===== config.mk =====
export PLATFORM = sky130hd
export DESIGN_NAME = fetch_seq
export DESIGN_NICKNAME = d
export VERILOG_FILES = /design/src/rtl/fetch_seq.sv
export SDC_FILE = /design/constraint.sdc
export NUM_CORES = 1
export LEC_CHECK = 0
export ABC_AREA = 1
export CORE_MARGIN = 2
export CORE_UTILIZATION = 32
export DETAILED_ROUTE_END_ITERATION = 10
export MAX_ROUTING_LAYER = met4
export PLACE_DENSITY = 0.58
export SYNTH_ARGS = -nofsm -noshare
export SYNTH_HDL_FRONTEND = slang
export SYNTH_SLANG_ARGS = --single-unit

===== constraint.sdc =====
create_clock -name clk -period 5.65 [get_ports clk]
set_input_delay 1.695 -clock clk [delete_from_list [all_inputs] [get_ports clk]]
set_output_delay 1.695 -clock clk [all_outputs]
set_load 0.03 [all_outputs]

===== src/rtl/fetch_seq.sv =====
// fetch_seq: assembles 32-bit instruction words from a byte-wide, combinational-read ROM.
// Latency: four FETCH edges per word (big-endian byte order), one HOLD cycle minimum -> 5 cycles/instr.
// Backpressure: stall freezes the held word in HOLD; stall is ignored while bytes are being fetched.
//
// Ports:
//   clk          single clock, rising edge
//   rst          asynchronous active-high reset
//   stall        consumer not ready; held instruction is not consumed
//   redirect     branch/jump/flush, highest priority at the sampling edge
//   redirect_pc  new fetch address (low two bits ignored)
//   rom_addr     byte address presented to the instruction ROM
//   rom_data     byte returned for rom_addr in the same cycle
//   instr        assembled instruction word
//   instr_pc     address of instr
//   instr_valid  instr/instr_pc may be consumed
//   fetch_count  instructions consumed since reset (wraps)

module fetch_seq #(
  parameter logic [31:0] RESET_PC = 32'hBFC00000
) (
  input  logic        clk,
  input  logic        rst,
  input  logic        stall,
  input  logic        redirect,
  input  logic [31:0] redirect_pc,
  output logic [31:0] rom_addr,
  input  logic [7:0]  rom_data,
  output logic [31:0] instr,
  output logic [31:0] instr_pc,
  output logic        instr_valid,
  output logic [31:0] fetch_count
);

  typedef enum logic {
    S_FETCH = 1'b0,
    S_HOLD  = 1'b1
  } state_t;

  state_t      state_q, state_d;
  logic [1:0]  cnt_q, cnt_d;
  logic [31:0] pc_q, pc_d;
  logic [31:0] instr_q, instr_d;
  logic [31:0] instr_pc_q, instr_pc_d;
  logic        instr_valid_q, instr_valid_d;
  logic [31:0] fetch_count_q, fetch_count_d;
  logic        consume;

  // Only the word-aligned part of a redirect target matters.
  logic unused_redirect_lsbs;
  assign unused_redirect_lsbs = ^redirect_pc[1:0];

  assign consume = (state_q == S_HOLD) && instr_valid_q && !stall;

  // ---------------------------------------------------------------------------
  // State registers
  // ---------------------------------------------------------------------------
  always_ff @(posedge clk or posedge rst) begin
    if (rst) begin
      state_q       <= S_FETCH;
      cnt_q         <= 2'd0;
      pc_q          <= RESET_PC;
      instr_q       <= 32'd0;
      instr_pc_q    <= RESET_PC;
      instr_valid_q <= 1'b0;
      fetch_count_q <= 32'd0;
    end else begin
      state_q       <= state_d;
      cnt_q         <= cnt_d;
      pc_q          <= pc_d;
      instr_q       <= instr_d;
      instr_pc_q    <= instr_pc_d;
      instr_valid_q <= instr_valid_d;
      fetch_count_q <= fetch_count_d;
    end
  end

  // ---------------------------------------------------------------------------
  // Next-state logic
  // ---------------------------------------------------------------------------
  always_comb begin
    state_d       = state_q;
    cnt_d         = cnt_q;
    pc_d          = pc_q;
    instr_d       = instr_q;
    instr_pc_d    = instr_pc_q;
    instr_valid_d = instr_valid_q;
    fetch_count_d = fetch_count_q;

    if (redirect) begin
      // Redirect wins over byte capture, completion and consumption alike.
      // The byte on rom_data this cycle is not captured; instr keeps whatever
      // it held, which is harmless because instr_valid drops.
      pc_d          = {redirect_pc[31:2], 2'b00};
      cnt_d         = 2'd0;
      state_d       = S_FETCH;
      instr_valid_d = 1'b0;
    end else begin
      unique case (state_q)
        S_FETCH: begin
          // Lowest address lands in the most significant byte.
          unique case (cnt_q)
            2'd0: instr_d[31:24] = rom_data;
            2'd1: instr_d[23:16] = rom_data;
            2'd2: instr_d[15:8]  = rom_data;
            2'd3: instr_d[7:0]   = rom_data;
            default: instr_d = instr_q;
          endcase
          cnt_d = cnt_q + 2'd1;
          if (cnt_q == 2'd3) begin
            state_d       = S_HOLD;
            instr_valid_d = 1'b1;
            instr_pc_d    = pc_q;
          end
        end
        S_HOLD: begin
          if (consume) begin
            pc_d          = pc_q + 32'd4;
            cnt_d         = 2'd0;
            state_d       = S_FETCH;
            instr_valid_d = 1'b0;
            fetch_count_d = fetch_count_q + 32'd1;
          end
        end
        default: begin
          state_d = S_FETCH;
        end
      endcase
    end
  end

  // ---------------------------------------------------------------------------
  // Outputs
  // ---------------------------------------------------------------------------
  // cnt only ever replaces the two low address bits, so no carry reaches pc.
  // During reset the registers already hold RESET_PC / cnt=0, which makes
  // rom_addr follow reset immediately without an extra mux.
  always_comb begin
    rom_addr = {pc_q[31:2], 2'b00};
    if (state_q == S_FETCH) begin
      rom_addr = {pc_q[31:2], cnt_q};
    end
  end

  assign instr       = instr_q;
  assign instr_pc    = instr_pc_q;
  assign instr_valid = instr_valid_q;
  assign fetch_count = fetch_count_q;

endmodule


==> metrics.cfg <==
[cts]
cts_root_buffer=clkbuf_16
insertion_delay_ps=420
cts_tree=built
cts_buffers=17
post_cts_buffers=0
clk_pin_slew_ps=60
clkSinkCount=128
ctsResizeCount=0
ctsHoldBuffers=0
cts.path.max_buffers=2
htreeDepth=4

[critical_path]
crit_type=in2reg
cp_slowest_cell=inv_1
cpPeakStageDelay_ps=820
worstPathCellList=clkdlybuf4s50_1 > buf_4 > inv_1 > nand2_4 > inv_1 > nand3_1 > o211ai_1
cp_data_required_time_ps=5970
cp_max_fo=30
cp-end-kind=flip-flop
crit_top_cell=inv_1
critPathArrivalTime_ps=4270
critPathLaunchType=primary input

[sta]
worst_pin_slew_ps=1030
final_hold_viol_count=0
slew_headroom_pct=31.4
period_minus_slack_ps=3950
maxSlewViolCount=0
whs_ps=484
rsz0062_at_grt=no
setup_tns_ps=0
max_freq_mhz=253
min_period_over_period_pct=69.9
skew_ps=8.92
setup_viol=0

[floorplan]
coreArea_mm2=0.0201
rows=52
die-area_mm2=0.0215
fp.dieH_um=147
die_x_um=147
start_util_pct=32.4
ioPinCount=173

[detailed_routing]
drcViolationCount=0
dr_wl_met3_um=1020
vias_per_cell=4.51
dr.pass1.iters=7
drt_wl_total_um=19000
postRouteAntennaNets=0
route.met2.wl_um=8840
dr_total_vias=5917
met1_length_um=8770
top_layer=met4
post_drt_wl_per_cell_um=14.5
drtIter0Drc=279

[yosys]
syn_area_mm2=0.00652
syn_inst=858
yosys_warnings=0
yosysTopAreaCellShare_pct=42.2
avgSynthCellArea_um2=7.60
synth.distinct_cells=30
ys_seq_area_share_pct=49.5
ys_top_cells_by_area=dfrtp_1 42%, nand2_1 18%, dfstp_2 7.3%
ys_ff_latch=128
yosysTopAreaCell=dfrtp_1

[pwr]
power.density_mw_per_mm2=408
switching_power_w=0.00131
power_leakage_nw=4.09
sequentialPowerShare_pct=34.8
clkPwrFrac_pct=32.2
peakVddDrop_mv=0.265
combPwrFrac_pct=33.0
intPower_w=0.00241
swShare_pct=35.2

[place]
placedCellCount=1278
place_hpwl_um=13700
place_area_mm2=0.00848
io_buffers=168
place_congestion=0.838

[finish]
drive_gt1_share_pct=7.02
stdcell_area_mm2=0.00912
area_growth_pct=39.8
fin_nets=1077
stdcell_count=1311

[grt]
grt_pass1_wl_um=31200
grt_antenna_before_repair=1
grtUsageTotal_pct=18.9
grt_remaining_overflow=0
grt_max_degree=95
grt_pass1_vias=5870

[outcome]
status=finished, final reports clean

[job]
cap_violations=0

[worst_hold_path]
hp-class=reg2reg

## layout make-up
type,count,area [um2]
fill,1970,11000
clock inverter,14,200
multi-input combinational,623,2870
clock buffer,18,439
timing repair buffer,171,1720
inverter,86,325
antenna,1,2.50
sequential,128,3230
tap,270,338
## registers in the layout, indices dropped and copies added (netlist names)
register / count
fetch_count: 32
instr: 32
instr_pc: 30
pc_q: 30
cnt_q: 2
instr_valid: 1
state_q: 1
## through the flow
| stage | setup WS (ps) | total power (W) | utilization [%] |
|---|---|---|---|
| after detailed placement | 1250 | 0.00255 | 42.2 |
| after global routing | 1450 | 0.00390 | 45.4 |
| after global placement | 1280 | 0.00254 | 42.2 |
| final | 1700 | 0.00372 | 45.4 |
| after floorplan | 572 | 0.00198 | - |
| after CTS | 1650 | 0.00376 | 45.3 |
## path summary, 6_finish.rpt
check                                              end            startpoint  slack [ps]  cells after the start
min                               instr[2]$_DFFE_PP0P_  instr[2]$_DFFE_PP0P_         480                      2
max in group asynchronous     instr_pc[22]$_DFFE_PP1P_                   rst        3110                      3
min reg2reg                       instr[2]$_DFFE_PP0P_  instr[2]$_DFFE_PP0P_         480                      2
min in group asynchronous  fetch_count[18]$_DFFE_PP0P_                   rst        1650                      2
max reg2reg                       pc_q[12]$_DFFE_PP0P_     state_q$_DFF_PP0_        3450                      6
max                               pc_q[12]$_DFFE_PP0P_              redirect        1700                      7
## worst max-delay path: cells and delay by family
family / cells / cell delay, ps
buffers and inverters: 4 / 1940
AND/OR/NAND/NOR: 2 / 470
AO/OA/AOI/OAI: 1 / 140
## metal layers
layer  vias up  GRT usage (%)
met5         -              -
met4         0           5.83
met1      2722           24.6
li1       3013              -
met2       161           30.0
met3        21           3.73
## placed cells by master, fill, tap and decap left out, drive strengths merged
cell type,netlist,routed
nand2,325,325
clkdlybuf4s50,0,168
nor2,111,111
dfrtp,110,110
inv,86,91
o21ai,79,79
nand3,42,42
dfstp,18,18
clkbuf,14,18
xor2,16,16
xnor2,8,8
nand3b,8,8
ha,6,6
mux2,5,5
a21oi,5,5
clkinv,0,5
bufinv,0,4
and2,3,3
a22oi,3,3
nand4,3,3
buf,8,3
o221ai,2,2
o211ai,2,2
conb,1,2
diode,0,1
nor4,1,1
a31oi,1,1
o22ai,1,1
## cells in the mapped netlist, drive strengths merged
cell type	number
o21ai	79
xnor2	8
buf	8
conb	1
a21oi	5
dfstp	18
nand4	3
xor2	16
clkbuf	14
mux2	5
ha	6
nor2	111
and2	3
nand3	42
nand3b	8
nor4	1
a22oi	3
o221ai	2
dfrtp	110
o211ai	2
o22ai	1
nand2	325
inv	86
a31oi	1
## cells by family after synthesis
kind of cell               share of synthesized area (%)
other                                             0.0575
adders and majority gates                           1.15
and+or+nand+nor                                     31.2
xor gates and xnor gates                            3.22
muxes                                              0.863
buffers and inverters                               6.56
DFF                                                 49.5
AOI/OAI and AO/OA                                   7.48
## power by group through the flow
stage                     registers (W)  logic [W]  clock network (W)
after global routing            0.00133    0.00131            0.00126
after floorplan                 0.00173   0.000255                  0
after detailed placement        0.00131    0.00124                  0
final                           0.00129    0.00123            0.00120
after global placement          0.00131    0.00123                  0
after CTS                       0.00130    0.00124            0.00122
(Power assumes the default switching activity.)
